<file path="src/rtl/dmi_responder_if.sv">
// DMI request/response bus between a DMI initiator (DTM or stimulus) and the
// debug-module responder.
interface dmi_responder_if;
    logic        dmi_rd;
    logic        dmi_wr;
    logic [6:0]  dmi_addr;
    logic [31:0] dmi_wdata;
    logic [31:0] dmi_rdata;
    logic        dmi_resp_valid;
    logic        dmi_resp_err;

    modport master (
        output dmi_rd, dmi_wr, dmi_addr, dmi_wdata,
        input  dmi_rdata, dmi_resp_valid, dmi_resp_err
    );

    modport slave (
        input  dmi_rd, dmi_wr, dmi_addr, dmi_wdata,
        output dmi_rdata, dmi_resp_valid, dmi_resp_err
    );
endinterface

</file>
<file path="src/rtl/dmi_responder.sv">
// Minimal RISC-V Debug Module register set behind a DMI target port, with an
// abstract "access register" command engine driving a req/ack GPR port.
module dmi_responder #(
    parameter int PROGBUF_N   = 2,
    parameter int ACK_TIMEOUT = 15
) (
    input  logic           clk,
    input  logic           rst_n,
    dmi_responder_if.slave dmi,
    input  logic           core_halted,
    output logic           haltreq,
    output logic           ndmreset,
    output logic           gpr_req,
    output logic           gpr_we,
    output logic [4:0]     gpr_addr,
    output logic [31:0]    gpr_wdata,
    input  logic [31:0]    gpr_rdata,
    input  logic           gpr_ack
);

    localparam logic [6:0] ADDR_DATA0      = 7'h04;
    localparam logic [6:0] ADDR_DATA1      = 7'h05;
    localparam logic [6:0] ADDR_DMCONTROL  = 7'h10;
    localparam logic [6:0] ADDR_DMSTATUS   = 7'h11;
    localparam logic [6:0] ADDR_ABSTRACTCS = 7'h16;
    localparam logic [6:0] ADDR_COMMAND    = 7'h17;

    localparam logic [2:0] ERR_BUSY        = 3'd1;
    localparam logic [2:0] ERR_UNSUPPORTED = 3'd2;
    localparam logic [2:0] ERR_EXCEPTION   = 3'd3;
    localparam logic [2:0] ERR_HALT        = 3'd4;

    localparam logic [4:0] PB_N = 5'(PROGBUF_N);
    localparam int CNT_W = (ACK_TIMEOUT > 1) ? $clog2(ACK_TIMEOUT) : 1;
    localparam logic [CNT_W-1:0] CNT_LAST = CNT_W'(ACK_TIMEOUT - 1);

    typedef enum logic [0:0] {
        ST_IDLE,
        ST_REQ
    } state_e;

    state_e           state_q, state_d;
    logic [CNT_W-1:0] cnt_q, cnt_d;
    logic [31:0]      data0_q, data0_d;
    logic [31:0]      data1_q, data1_d;
    logic [31:0]      progbuf_q [PROGBUF_N];
    logic [31:0]      progbuf_d [PROGBUF_N];
    logic             haltreq_q, haltreq_d;
    logic             ndmreset_q, ndmreset_d;
    logic             dmactive_q, dmactive_d;
    logic [2:0]       cmderr_q, cmderr_d;
    logic             gpr_we_q, gpr_we_d;
    logic [4:0]       gpr_addr_q, gpr_addr_d;
    logic [31:0]      gpr_wdata_q, gpr_wdata_d;
    logic [31:0]      rdata_q, rdata_d;
    logic             resp_valid_q, resp_valid_d;
    logic             resp_err_q, resp_err_d;

    logic        busy;
    logic        pb_hit;
    logic        mapped;
    logic [31:0] rd_mux;
    logic        cmd_start;
    logic        wr_guarded;
    logic [15:0] regno;

    assign busy   = (state_q == ST_REQ);
    assign pb_hit = (dmi.dmi_addr[6:4] == 3'b010) && ({1'b0, dmi.dmi_addr[3:0]} < PB_N);
    assign regno  = dmi.dmi_wdata[15:0];

    // Read view of every register as it stands this cycle.
    always_comb begin
        rd_mux = '0;
        mapped = 1'b1;
        case (dmi.dmi_addr)
            ADDR_DATA0:      rd_mux = data0_q;
            ADDR_DATA1:      rd_mux = data1_q;
            ADDR_DMCONTROL:  rd_mux = {haltreq_q, 29'b0, ndmreset_q, dmactive_q};
            ADDR_DMSTATUS:   rd_mux = {22'b0, core_halted, core_halted, 1'b1, 3'b0, 4'd2};
            ADDR_ABSTRACTCS: rd_mux = {3'b0, PB_N, 11'b0, busy, 1'b0, cmderr_q, 4'b0, 4'd2};
            ADDR_COMMAND:    rd_mux = '0;
            default: begin
                mapped = pb_hit;
                for (int i = 0; i < PROGBUF_N; i++) begin
                    if (pb_hit && dmi.dmi_addr[3:0] == 4'(i)) begin
                        rd_mux = progbuf_q[i];
                    end
                end
            end
        endcase
    end

    always_comb begin
        state_d     = state_q;
        cnt_d       = cnt_q;
        data0_d     = data0_q;
        data1_d     = data1_q;
        progbuf_d   = progbuf_q;
        haltreq_d   = haltreq_q;
        ndmreset_d  = ndmreset_q;
        dmactive_d  = dmactive_q;
        cmderr_d    = cmderr_q;
        gpr_we_d    = gpr_we_q;
        gpr_addr_d  = gpr_addr_q;
        gpr_wdata_d = gpr_wdata_q;
        cmd_start   = 1'b0;
        wr_guarded  = dmi.dmi_addr == ADDR_DATA0 || dmi.dmi_addr == ADDR_DATA1 ||
                      dmi.dmi_addr == ADDR_COMMAND || pb_hit;

        resp_valid_d = dmi.dmi_rd | dmi.dmi_wr;
        rdata_d      = dmi.dmi_rd ? rd_mux : 32'h0;
        resp_err_d   = (dmi.dmi_rd | dmi.dmi_wr) & ~mapped;

        if (dmi.dmi_wr) begin
            if (busy && wr_guarded) begin
                if (cmderr_q == 3'd0) begin
                    cmderr_d = ERR_BUSY;
                end
            end else begin
                case (dmi.dmi_addr)
                    ADDR_DATA0: data0_d = dmi.dmi_wdata;
                    ADDR_DATA1: data1_d = dmi.dmi_wdata;
                    ADDR_DMCONTROL: begin
                        haltreq_d  = dmi.dmi_wdata[31];
                        ndmreset_d = dmi.dmi_wdata[1];
                        dmactive_d = dmi.dmi_wdata[0];
                    end
                    ADDR_ABSTRACTCS: cmderr_d = cmderr_q & ~dmi.dmi_wdata[10:8];
                    ADDR_COMMAND: begin
                        if (cmderr_q == 3'd0) begin
                            if (dmi.dmi_wdata[31:24] != 8'd0) begin
                                cmderr_d = ERR_UNSUPPORTED;
                            end else if (dmi.dmi_wdata[17]) begin
                                if (regno < 16'h1000 || regno > 16'h101F) begin
                                    cmderr_d = ERR_UNSUPPORTED;
                                end else if (!core_halted) begin
                                    cmderr_d = ERR_HALT;
                                end else begin
                                    cmd_start = 1'b1;
                                end
                            end
                        end
                    end
                    default: begin
                        for (int i = 0; i < PROGBUF_N; i++) begin
                            if (pb_hit && dmi.dmi_addr[3:0] == 4'(i)) begin
                                progbuf_d[i] = dmi.dmi_wdata;
                            end
                        end
                    end
                endcase
            end
        end

        // A timeout lands after the W1C so a same-cycle new error wins over the clear.
        case (state_q)
            ST_IDLE: begin
                if (cmd_start) begin
                    state_d     = ST_REQ;
                    cnt_d       = '0;
                    gpr_we_d    = dmi.dmi_wdata[16];
                    gpr_addr_d  = regno[4:0];
                    gpr_wdata_d = data0_q;
                end
            end
            ST_REQ: begin
                if (gpr_ack) begin
                    state_d = ST_IDLE;
                    if (!gpr_we_q) begin
                        data0_d = gpr_rdata;
                    end
                end else if (cnt_q == CNT_LAST) begin
                    state_d  = ST_IDLE;
                    cmderr_d = ERR_EXCEPTION;
                end else begin
                    cnt_d = cnt_q + CNT_W'(1);
                end
            end
            default: state_d = ST_IDLE;
        endcase

        if (dmi.dmi_wr && dmi.dmi_addr == ADDR_DMCONTROL && !dmi.dmi_wdata[0]) begin
            data0_d    = '0;
            data1_d    = '0;
            cmderr_d   = '0;
            haltreq_d  = 1'b0;
            ndmreset_d = 1'b0;
            for (int i = 0; i < PROGBUF_N; i++) begin
                progbuf_d[i] = '0;
            end
        end
    end

    always_ff @(posedge clk or negedge rst_n) begin
        if (!rst_n) begin
            state_q      <= ST_IDLE;
            cnt_q        <= '0;
            data0_q      <= '0;
            data1_q      <= '0;
            haltreq_q    <= 1'b0;
            ndmreset_q   <= 1'b0;
            dmactive_q   <= 1'b0;
            cmderr_q     <= '0;
            gpr_we_q     <= 1'b0;
            gpr_addr_q   <= '0;
            gpr_wdata_q  <= '0;
            rdata_q      <= '0;
            resp_valid_q <= 1'b0;
            resp_err_q   <= 1'b0;
            for (int i = 0; i < PROGBUF_N; i++) begin
                progbuf_q[i] <= '0;
            end
        end else begin
            state_q      <= state_d;
            cnt_q        <= cnt_d;
            data0_q      <= data0_d;
            data1_q      <= data1_d;
            haltreq_q    <= haltreq_d;
            ndmreset_q   <= ndmreset_d;
            dmactive_q   <= dmactive_d;
            cmderr_q     <= cmderr_d;
            gpr_we_q     <= gpr_we_d;
            gpr_addr_q   <= gpr_addr_d;
            gpr_wdata_q  <= gpr_wdata_d;
            rdata_q      <= rdata_d;
            resp_valid_q <= resp_valid_d;
            resp_err_q   <= resp_err_d;
            for (int i = 0; i < PROGBUF_N; i++) begin
                progbuf_q[i] <= progbuf_d[i];
            end
        end
    end

    assign dmi.dmi_rdata      = rdata_q;
    assign dmi.dmi_resp_valid = resp_valid_q;
    assign dmi.dmi_resp_err   = resp_err_q;
    assign haltreq            = haltreq_q;
    assign ndmreset           = ndmreset_q;
    assign gpr_req            = (state_q == ST_REQ);
    assign gpr_we             = gpr_we_q;
    assign gpr_addr           = gpr_addr_q;
    assign gpr_wdata          = gpr_wdata_q;

endmodule

</file>
<file path="src/flat_wrapper.sv">
// flat-port wrapper written by rule: the top's interface ports become plain ports
module dmi_responder_flat 
#(
    parameter int PROGBUF_N   = 2,
    parameter int ACK_TIMEOUT = 15
)
  (clk, rst_n, core_halted, haltreq, ndmreset, gpr_req, gpr_we, gpr_addr, gpr_wdata, gpr_rdata, gpr_ack, dmi_dmi_rd, dmi_dmi_wr, dmi_dmi_addr, dmi_dmi_wdata, dmi_dmi_rdata, dmi_dmi_resp_valid, dmi_dmi_resp_err);
  dmi_responder_if dmi_i ();
  input  logic clk;
  input  logic rst_n;
  input  logic core_halted;
  output logic haltreq;
  output logic ndmreset;
  output logic gpr_req;
  output logic gpr_we;
  output logic [4:0] gpr_addr;
  output logic [31:0] gpr_wdata;
  input  logic [31:0] gpr_rdata;
  input  logic gpr_ack;
  input wire logic [$bits(dmi_i.dmi_rd)-1:0] dmi_dmi_rd;
  input wire logic [$bits(dmi_i.dmi_wr)-1:0] dmi_dmi_wr;
  input wire logic [$bits(dmi_i.dmi_addr)-1:0] dmi_dmi_addr;
  input wire logic [$bits(dmi_i.dmi_wdata)-1:0] dmi_dmi_wdata;
  output wire logic [$bits(dmi_i.dmi_rdata)-1:0] dmi_dmi_rdata;
  output wire logic [$bits(dmi_i.dmi_resp_valid)-1:0] dmi_dmi_resp_valid;
  output wire logic [$bits(dmi_i.dmi_resp_err)-1:0] dmi_dmi_resp_err;
  assign dmi_i.dmi_rd = dmi_dmi_rd;
  assign dmi_i.dmi_wr = dmi_dmi_wr;
  assign dmi_i.dmi_addr = dmi_dmi_addr;
  assign dmi_i.dmi_wdata = dmi_dmi_wdata;
  assign dmi_dmi_rdata = dmi_i.dmi_rdata;
  assign dmi_dmi_resp_valid = dmi_i.dmi_resp_valid;
  assign dmi_dmi_resp_err = dmi_i.dmi_resp_err;
  dmi_responder #(.PROGBUF_N(PROGBUF_N), .ACK_TIMEOUT(ACK_TIMEOUT)) u_core (.clk(clk), .rst_n(rst_n), .dmi(dmi_i), .core_halted(core_halted), .haltreq(haltreq), .ndmreset(ndmreset), .gpr_req(gpr_req), .gpr_we(gpr_we), .gpr_addr(gpr_addr), .gpr_wdata(gpr_wdata), .gpr_rdata(gpr_rdata), .gpr_ack(gpr_ack));
endmodule
</file>
<file path="config.mk">
export PLATFORM = sky130hd
export DESIGN_NAME = dmi_responder_flat
export DESIGN_NICKNAME = d
export VERILOG_FILES = /design/src/rtl/dmi_responder_if.sv /design/src/rtl/dmi_responder.sv /design/src/flat_wrapper.sv
export SDC_FILE = /design/constraint.sdc
export NUM_CORES = 1
export LEC_CHECK = 0
export CAP_MARGIN = 20
export CORE_MARGIN = 3
export CORE_UTILIZATION = 49
export DETAILED_ROUTE_END_ITERATION = 10
export PLACE_DENSITY = 0.74
export SYNTH_ARGS = -nofsm -noshare
export SYNTH_HDL_FRONTEND = slang
export SYNTH_SLANG_ARGS = --single-unit
</file>
<file path="constraint.sdc">
create_clock -name clk -period 2.18 [get_ports clk]
set_input_delay 0.545 -clock clk [delete_from_list [all_inputs] [get_ports clk]]
set_output_delay 0.545 -clock clk [all_outputs]
set_load 0.01 [all_outputs]
</file>
==> flow_metrics.env, run 1 <==
export IMPL_seq_area_mm2=0.00528
export IMPL_yosysUniqueCellTypes=51
export IMPL_insertion_delay_ns=0.52
export IMPL_grt_usage_pct=26.4
export IMPL_synth_compound_area_share_pct=13.1
export IMPL_nFillCells=1345
export IMPL_design_area_mm2=0.0135
export IMPL_viasPerCell=5.75
export IMPL_place_gp_congestion=0.906
export IMPL_slew_headroom_pct=67.2
export IMPL_synth_area_leaders="dfrtp_1 (56%), mux2i_1 (8.7%), nand2_1 (8.1%), a21oi_1 (6.9%), mux2_1 (4.5%)"
export IMPL_synth_seq_cells=211
export IMPL_cts_hold_buffers=0
export IMPL_clk_path_buf_depth=3
export IMPL_finalMaxSlewViolations=0
export IMPL_path_class="flop to flop"
export IMPL_setup_tns_ns=-6.00
export IMPL_synthSimpleGateAreaFrac_pct=14.5
export IMPL_drive_above_1_share_pct=18.5
export IMPL_grt_pass1_vias=8182
export IMPL_synth_top_area_cell="dfrtp_1"
export IMPL_worstPathRequired_ns=2.58
export IMPL_drt_pass1_iterations=6
export IMPL_crit_fanout=5
export IMPL_maxCapViolations=0
export IMPL_htreeDepth=1
export IMPL_p_per_area_mw_per_mm2=667
export IMPL_peakVddDrop_mv=0.494
export IMPL_grt_ovfl_total=0
export IMPL_cpMaxStageDelayCell="or4_4"
export IMPL_slowest_delay_ns=0.50
export IMPL_ys_seq_area_share_pct=55.5
export IMPL_tightest_slew_ns=0.489
export IMPL_synth_top_area_share_pct=55.5
export IMPL_drt_total_wl_um=30300
export IMPL_synth_area_mm2=0.00951
export IMPL_grt_max_degree=65
export IMPL_post_dp_cell_area_mm2=0.0120
export IMPL_worstPathCellList="or3b_4 -> or4_4 -> nor4_4 -> buf_6 -> buf_4 -> buf_16 -> mux2_4"
export IMPL_hpwl_um=17600
export IMPL_synthArstFlopShare_pct=100
export IMPL_skew_ns=0.0170
export IMPL_die_x_um=145
export IMPL_syn_avg_cell_area_um2=10.1
export IMPL_hold_viol=3
export IMPL_synth_xor_area_share_pct=0.276
export IMPL_crit_arrival_ns=2.75
export IMPL_die_height_um=145
export IMPL_synth_ff_type="dfrtp_1"
export IMPL_cts_root_buffer_cell="clkbuf_16"
export IMPL_drt_iter0_drc=814
export IMPL_antenna_found_initial=0
export IMPL_synth_top_family_by_area="simple AND/OR/NAND/NOR gates"
export IMPL_ys_warnings_count=0
export IMPL_dp_slack_ns=-0.887
export IMPL_setup_ws_ns=-0.169
export IMPL_fin_nets=1242
export IMPL_dieArea_mm2=0.0211
export IMPL_wire_per_inst_um=21.1
export IMPL_numCtsBuffers=23
export IMPL_core_area_mm2=0.0189
export IMPL_cts_tree="built"
export IMPL_final_setup_viol_count=43
export IMPL_endpoint_kind="flop"
export IMPL_multi_input_area_mm2=0.00422
export IMPL_synth_fa_ha_area_share_pct=0.263
export IMPL_failed_checks="negative hold slack, negative setup slack"
export IMPL_synth_edf_count=0
export IMPL_clock_sinks=211
export IMPL_worst_setup_hold_path_clk_slew_ns=0.06
export IMPL_ant_nets=0
export IMPL_synth_fp_nets=1018
export IMPL_grt_pass1_wl_um=45300
export IMPL_clock_fmax_ghz=0.426
export IMPL_hold_class="input port to asynchronous set/reset pin"
export IMPL_finalCriticalPeriod_ns=2.35
export IMPL_portBuffers=151
export IMPL_antenna_cells=0
export IMPL_start_kind="flop"
export IMPL_drc=0
export IMPL_placementRows=50
export IMPL_route_vias_total=8257
export IMPL_status="finished, violations left"
export IMPL_synth_mux_area_share_pct=13.2
export IMPL_syn2layout_area_growth_pct=41.7
export IMPL_rsz0062_at_grt="yes"
export IMPL_min_period_over_period_pct=108
export IMPL_whs_ns=-0.00330
export IMPL_synthCells=939
export IMPL_initial_core_util_pct=50.3
export IMPL_io_pins=152
export IMPL_power_leakage_nw=6.30
## timing repair
| item | in CTS | in global routing |
|---|---|---|
| pin swaps | 6 | 15 |
| gates resized for setup | 46 | 32 |
| setup buffers | 7 | 6 |
| cloned | 5 | 10 |
| setup endpoints to repair | 115 | 145 |
## critical path, delay by kind of cell (launching register included)
kind,cells,cell delay [ns]
buf+inv,3,0.47
mux,1,0.29
simple gates,3,1.08
flops,1,0.39
## power by group
part           internal, mW  leakage (nW)  total, mW  switching, mW
Sequential             4.13          2.89       4.27          0.139
Combinational         0.418          3.04      0.838          0.420
Clock                  2.30         0.372       3.88           1.58
Total                  6.85          6.30       8.99           2.13
## final timing paths
check / slack [ns] / from / endpoint / depth (start not counted)
max: -0.17 / u_core.cmderr_q[1] / u_core.gpr_wdata[19] / 7
min: -0.003 / rst_n / u_core.gpr_wdata[18] / 1
max reg2reg: -0.17 / u_core.cmderr_q[1] / u_core.gpr_wdata[19] / 7
min reg2reg: 0.50 / u_core.gpr_wdata[28] / u_core.gpr_wdata[28] / 1
max in group asynchronous: 1.51 / rst_n / u_core.gpr_wdata[8] / 2
min in group clk: 0.50 / u_core.gpr_wdata[28] / u_core.gpr_wdata[28] / 1
## metrics by stage
stage	instances	util, %	power (mW)
floorplan	939	-	4.64
global placement	1372	63.5	5.09
detailed placement	1372	63.5	5.12
CTS	1421	69.3	8.97
global route	1437	71.3	9.29
finish	1437	71.3	8.99
## per-layer routing
metal,part of all wire [%],up-vias,global-route usage [%]
li1,-,3718,-
met3,8.7,58,4.81
met4,2.4,0,7.69
met2,47,425,41.9
met1,42,4056,37.5
met5,0,-,0
## logic make-up (layout without fill, tap and decap cells)
kind of cell	count (synthesis)	after routing
adder cells (fa/ha/maj)	2	2
buffers and inverters	71	309
flip-flops	211	211
AND/OR/NAND/NOR	307	307
multiplexers	121	121
XOR/XNOR	3	3
AO/OA/AOI/OAI	224	224
## registers in the layout (all words and copies together) (netlist names)
name                       cells
u_core.gpr_we                  1
u_core.haltreq                 1
u_core.ndmreset                1
u_core.cnt_q                   4
u_core.dmi.dmi_resp_valid      1
u_core.data1_q                32
u_core.dmactive_q              1
u_core.gpr_req                 1
u_core.dmi.dmi_resp_err        1
u_core.gpr_wdata              32
u_core.dmi.dmi_rdata          32
u_core.data0_q                32
u_core.gpr_addr                5
u_core.cmderr_q                3
u_core.progbuf_q              64
## area by class of cell
cell class | instances | area share [%]
clock buffer | 30 | 4.76
inverter | 2 | 0.0557
timing repair buffer | 268 | 21.5
sequential | 211 | 39.2
tap | 260 | 2.41
clock inverter | 9 | 0.761
multi-input combinational | 657 | 31.3
## synth_stat cells (7+ instances only)
cell,number
dfrtp_1,211
nand2_1,205
a21oi_1,132
mux2i_1,83
clkbuf_1,51
mux2_1,38
o21ai_0,36
and2_1,24
o22ai_1,23
nor2_1,20
nand3_1,11
buf_2,10
and3_1,8
a22oi_1,7
## layout by cell type, fill, tap and decap left out, types with 3 or more instances in the layout
cell type / Yosys / final
dfrtp_1: 211 / 211
nand2_1: 205 / 203
clkdlybuf4s50_1: 0 / 142
a21oi_1: 132 / 128
mux2i_1: 83 / 82
buf_4: 4 / 77
o21ai_0: 36 / 36
clkbuf_16: 0 / 30
mux2_4: 0 / 29
and2_1: 24 / 24
o22ai_1: 23 / 22
buf_12: 0 / 17
nor2_1: 20 / 16
nand3_1: 11 / 9
mux2_1: 38 / 9
buf_6: 0 / 9
and3_1: 8 / 8
a22oi_1: 7 / 7
clkinv_2: 0 / 5
clkbuf_8: 0 / 5
buf_16: 0 / 5
o211ai_1: 4 / 4
a221oi_1: 4 / 4
nand2b_1: 4 / 4
dlymetal6s2s_1: 0 / 4
nor3b_1: 3 / 3
o21a_1: 3 / 3
nor3_1: 6 / 3
nor4_4: 1 / 3
nand3b_1: 3 / 3
nor2_4: 0 / 3
or3_4: 0 / 3
a31oi_1: 3 / 3
a21oi_2: 0 / 3
clkbuf_1: 51 / 3
dlygate4sd2_1: 0 / 3
(Power assumes the default switching activity.)
==> run 2, diff against run 1 <==
CORE_ASPECT_RATIO = 0.6   (was unset)
==> flow_metrics.env, run 2 (synthesized netlist as in run 1, its figures left out) <==
export IMPL_status="finished, violations left"
export IMPL_failed_checks="negative setup slack"
export IMPL_die_x_um=186
export IMPL_drt_pass1_iterations=5
export IMPL_htreeDepth=1
export IMPL_core_area_mm2=0.0185
export IMPL_grt_max_degree=66
export IMPL_final_cell_mix="dfrtp_1 (210), nand2_1 (204), clkdlybuf4s50_1 (136), a21oi_1 (131), mux2i_1 (83)"
export IMPL_wire_per_inst_um=20.9
export IMPL_portBuffers=151
export IMPL_sequentialPowerShare_pct=48.6
export IMPL_setup_ws_ns=-0.0690
export IMPL_final_setup_viol_count=31
export IMPL_numCtsBuffers=20
export IMPL_dp_cells=1358
export IMPL_initial_core_util_pct=51.3
export IMPL_peakVddDrop_mv=0.670
export IMPL_rsz0062_at_grt="yes"
export IMPL_cts_root_buffer_cell="clkbuf_16"
export IMPL_hold_class="input port to flop"
export IMPL_place_gp_congestion=0.876
export IMPL_finalMaxSlewViolations=0
export IMPL_endpoint="u_core.gpr_wdata[25]"
export IMPL_cpMaxStageDelayCell="or4_4"
export IMPL_p_clk_share_pct=42.0
export IMPL_grt_usage_pct=27.6
export IMPL_syn2layout_area_growth_pct=36.3
export IMPL_clock_fmax_ghz=0.445
export IMPL_rr_endpoint="u_core.gpr_wdata[25]"
export IMPL_hold_viol=0
export IMPL_ant_nets=0
export IMPL_path_delay_family="simple AND/OR/NAND/NOR gates"
export IMPL_slowest_delay_ns=0.44
export IMPL_worstPathCellList="or3b_4 -> or4_4 -> nor4_4 -> buf_6 -> buf_12 -> mux2_1"
export IMPL_io_pins=152
export IMPL_endpoint_kind="flop"
export IMPL_regToRegSetupSlack_ns=-0.07
export IMPL_grt_ovfl_total=0
export IMPL_p_switching_mw=2.06
export IMPL_seq_area_mm2=0.00528
export IMPL_crit_arrival_ns=2.63
export IMPL_hpwl_um=19200
export IMPL_drc=0
export IMPL_min_period_over_period_pct=103
export IMPL_crit_fanout=15
export IMPL_regMostFlops="u_core.progbuf_q"
export IMPL_route_vias_total=8234
export IMPL_drt_iter0_drc=766
export IMPL_cp_startpoint="u_core.cmderr_q[2]"
export IMPL_clk_path_buf_depth=3
export IMPL_worst_setup_hold_path_clk_slew_ns=0.07
export IMPL_reg2regPathDepth=6
export IMPL_tightest_slew_ns=0.478
export IMPL_switching_share_pct=23.5
export IMPL_drt_total_wl_um=29300
export IMPL_skew_ns=0.0107
export IMPL_grt_pass1_vias=8219
export IMPL_finalCriticalPeriod_ns=2.25
export IMPL_grt_pass1_wl_um=45900
export IMPL_start_kind="flop"
export IMPL_drive_above_1_share_pct=16.0
export IMPL_instances_no_fill=1400
export IMPL_cts_tree="built"
export IMPL_layout_commonest_cell="dfrtp_1"
export IMPL_p_per_area_mw_per_mm2=677
export IMPL_slew_headroom_pct=68.1
export IMPL_path_depth=6
export IMPL_antenna_found_initial=0
export IMPL_nFillCells=1375
export IMPL_finalPower_mw=8.78
export IMPL_dieArea_mm2=0.0212
export IMPL_path_class="flop to flop"
export IMPL_largest_reg_flops=64
export IMPL_path_buf_inv=2
export IMPL_insertion_delay_ns=0.50
export IMPL_antenna_cells=0
export IMPL_die_height_um=114
export IMPL_multi_input_area_mm2=0.00415
export IMPL_internal_power_mw=6.72
export IMPL_viasPerCell=5.88
export IMPL_power_leakage_nw=6.12
export IMPL_placementRows=38
export IMPL_timing_rr_start="u_core.cmderr_q[2]"
export IMPL_maxCapViolations=0
export IMPL_fin_nets=1225
export IMPL_p_comb_share_pct=9.4
export IMPL_worstPathRequired_ns=2.56
export IMPL_clock_sinks=211
run 2: cell count changes in the layout (fill, tap and decap cells not counted), moves of 4 or more:
cell | previous run | this run
buf_16 | 5 | 1
buf_6 | 9 | 5
clkbuf_16 | 30 | 21
clkdlybuf4s50_1 | 142 | 136
dlygate4sd2_1 | 3 | 9
run 2: area by class of cell:
| class | count | share of cell area [%] |
|---|---|---|
| sequential | 211 | 40.7 |
| clock buffer | 28 | 4.41 |
| multi-input combinational | 657 | 32.0 |
| tap | 240 | 2.32 |
| inverter | 2 | 0.0579 |
| timing repair buffer | 254 | 19.6 |
| clock inverter | 8 | 0.888 |
run 2: stage by stage:
step / instance area (um2) / hold WS (ns) / TNS (ns) / utilization [%] / setup WS [ns]
3_5_place_dp: 12100 / 0.466 / -112.31 / 65.0 / -0.816
2_1_floorplan: 9600 / 0.249 / -5.75 / - / -0.163
3_3_place_gp: 12100 / 0.458 / -108.73 / 65.0 / -0.818
6_report: 13000 / 0.433 / -1.30 / 69.9 / -0.0690
5_1_grt: 13000 / 0.445 / -2.64 / 69.9 / -0.119
4_1_cts: 12900 / 0.490 / -1.31 / 69.6 / -0.0907
run 2: worst min-delay path by stage:
stage               slack [ns]  cells past startpoint           startpoint              endpoint
finish                    0.43                      3    dmi_dmi_wdata[15]  u_core.progbuf_q[15]
global route              0.44                      3    dmi_dmi_wdata[15]  u_core.progbuf_q[47]
CTS                       0.49                      1  u_core.gpr_wdata[9]   u_core.gpr_wdata[9]
detailed placement        0.47                      2    u_core.dmactive_q     u_core.dmactive_q
global placement          0.46                      2    u_core.dmactive_q     u_core.dmactive_q
floorplan                 0.25                      0                rst_n    u_core.cmderr_q[0]
run 2: per-layer routing:
layer	GRT usage (%)	vias up	part of all wire, %
met4	5.55	0	1.6
met3	5.54	37	9.4
li1	-	3675	-
met2	40.3	422	43
met1	43.0	4100	46
met5	0	-	0
run 2: worst reg2reg max path, stage by stage, from the launching register on:
cell     delay, ns
dfrtp_1       0.39
or3b_4        0.41
or4_4         0.44
nor4_4        0.18
buf_6         0.21
buf_12        0.18
mux2_1        0.34
run 2: power groups by stage:
| stage | clock [mW] | sequential (mW) | combinational, mW |
|---|---|---|---|
| after floorplan | 0 | 4.29 | 0.344 |
| after global placement | 0 | 4.32 | 0.782 |
| after detailed placement | 0 | 4.33 | 0.802 |
| after CTS | 3.71 | 4.26 | 0.818 |
| after global routing | 3.86 | 4.28 | 0.905 |
| final | 3.69 | 4.27 | 0.823 |
run 2: repair_timing:
action	4_1_cts	5_1_grt
cloned	1	0
buffers inserted	3	2
gates resized for setup	36	19
endpoints found under the hold margin	1	0
hold buffers	1	0
pin swaps	2	5
endpoints found under the setup margin	150	77
==> run 3, diff against run 2 <==
ABC_AREA = 0   (was unset)
REMOVE_ABC_BUFFERS = 1   (was unset)
==> flow_metrics.env, run 3 (synthesized netlist as in run 1, its figures left out) <==
export IMPL_viasPerCell=5.87
export IMPL_setup_tns_ns=-4.89
export IMPL_p_per_area_mw_per_mm2=639
export IMPL_antenna_found_initial=2
export IMPL_rsz0062_at_grt="yes"
export IMPL_ant_nets=0
export IMPL_final_cell_mix="dfrtp_1 (210), nand2_1 (204), clkdlybuf4s50_1 (138), a21oi_1 (125), mux2i_1 (83)"
export IMPL_route_vias_total=8344
export IMPL_drt_pass1_iterations=5
export IMPL_clk_path_buf_depth=3
export IMPL_dp_cells=1355
export IMPL_hold_viol=0
export IMPL_drt_total_wl_um=30900
export IMPL_crit_fanout=6
export IMPL_worstPathRequired_ns=2.58
export IMPL_finalMaxSlewViolations=0
export IMPL_insertion_delay_ns=0.50
export IMPL_portBuffers=151
export IMPL_drt_iter0_drc=864
export IMPL_drive_above_1_share_pct=19.0
export IMPL_dp_slack_ns=-0.951
export IMPL_htreeDepth=1
export IMPL_grt_pass1_wl_um=46700
export IMPL_clock_sinks=211
export IMPL_cts_root_buffer_cell="clkbuf_16"
export IMPL_power_leakage_nw=6.34
export IMPL_endpoint_kind="flop"
export IMPL_grt_max_degree=69
export IMPL_worst_setup_hold_path_clk_slew_ns=0.07
export IMPL_final_util_pct=72.8
export IMPL_regMostFlops="u_core.progbuf_q"
export IMPL_peakVddDrop_mv=0.445
export IMPL_failed_checks="negative setup slack"
export IMPL_skew_ns=0.0190
export IMPL_hold_class="flop to flop"
export IMPL_status="finished, violations left"
export IMPL_wire_per_inst_um=21.7
export IMPL_slew_headroom_pct=68.3
export IMPL_drc=0
export IMPL_die_height_um=114
export IMPL_path_class="flop to flop"
export IMPL_antenna_cells=0
export IMPL_syn2layout_area_growth_pct=42.0
export IMPL_hp_start="u_core.dmactive_q"
export IMPL_placementRows=38
export IMPL_instances_no_fill=1422
export IMPL_start_kind="flop"
export IMPL_core_area_mm2=0.0185
export IMPL_layout_commonest_cell="dfrtp_1"
export IMPL_cp_startpoint="u_core.cmderr_q[1]"
export IMPL_crit_arrival_ns=2.75
export IMPL_place_gp_congestion=0.904
export IMPL_setup_ws_ns=-0.171
export IMPL_grt_ovfl_total=0
export IMPL_tightest_slew_ns=0.476
export IMPL_dieArea_mm2=0.0212
export IMPL_initial_core_util_pct=51.3
export IMPL_numCtsBuffers=20
export IMPL_fin_nets=1248
export IMPL_maxCapViolations=0
export IMPL_grt_usage_pct=28.4
export IMPL_nFillCells=1268
export IMPL_finalCriticalPeriod_ns=2.35
export IMPL_cts_tree="built"
export IMPL_clock_fmax_ghz=0.425
export IMPL_io_pins=152
export IMPL_largest_reg_flops=64
export IMPL_die_x_um=186
export IMPL_hpwl_um=18500
export IMPL_timing_rr_start="u_core.cmderr_q[1]"
export IMPL_min_period_over_period_pct=108
export IMPL_grt_pass1_vias=8027
export IMPL_final_setup_viol_count=42
run 3: area by class of cell:
cell class / instances / area (um2) / share of cell area [%]
clock buffer: 28 / 592 / 4.38
clock inverter: 7 / 63.8 / 0.473
inverter: 2 / 7.51 / 0.0556
multi-input combinational: 657 / 4220 / 31.3
sequential: 211 / 5280 / 39.1
tap: 240 / 300 / 2.22
timing repair buffer: 277 / 3040 / 22.5
run 3: power by group:
group | total (mW) | internal [mW] | switching (mW)
sequential | 4.26 | 4.13 | 0.137
combinational | 0.837 | 0.414 | 0.424
clock | 3.53 | 2.02 | 1.52
run 3: worst paths after layout:
check / cells past startpoint / to / slack (ns)
setup / recovery: 7 / u_core.gpr_wdata[24] / -0.17
hold / removal: 2 / u_core.dmactive_q / 0.48
setup reg to reg: 7 / u_core.gpr_wdata[24] / -0.17
hold reg to reg: 2 / u_core.dmactive_q / 0.48
max in group asynchronous: 3 / u_core.gpr_addr[3] / 0.94
min in group asynchronous: 2 / u_core.data0_q[4] / 0.55
run 3: critical path: stages (launching register included):
cell,delay [ns]
dfrtp_1,0.39
or3b_4,0.40
or4_4,0.53
nor4_4,0.19
buf_6,0.18
buf_12,0.12
buf_8,0.13
mux2_4,0.30
run 3: per-layer routing:
layer | GRT usage, % | vias to the layer above | share of wire [%]
met5 | 0 | - | 0.074
met2 | 42.6 | 421 | 44
li1 | - | 3726 | -
met4 | 4.51 | 4 | 1.6
met3 | 7.58 | 53 | 10
met1 | 42.5 | 4140 | 44
run 3: through the flow:
stage               power [mW]  cell area, um2  hold WS [ns]
floorplan                 4.60            9220         0.249
global placement          5.08           12000         0.461
detailed placement        5.11           12000         0.463
CTS                       8.62           13300         0.479
global route              8.96           13500         0.513
finish                    8.63           13500         0.477
run 3: repair_timing:
| action | in CTS | in global routing |
|---|---|---|
| cloned | 7 | 4 |
| hold endpoints to repair | 37 | 0 |
| setup buffers | 17 | 5 |
| pin swaps | 10 | 10 |
| hold buffers | 1 | 0 |
| endpoints found under the setup margin | 175 | 162 |
| resized for setup | 76 | 30 |
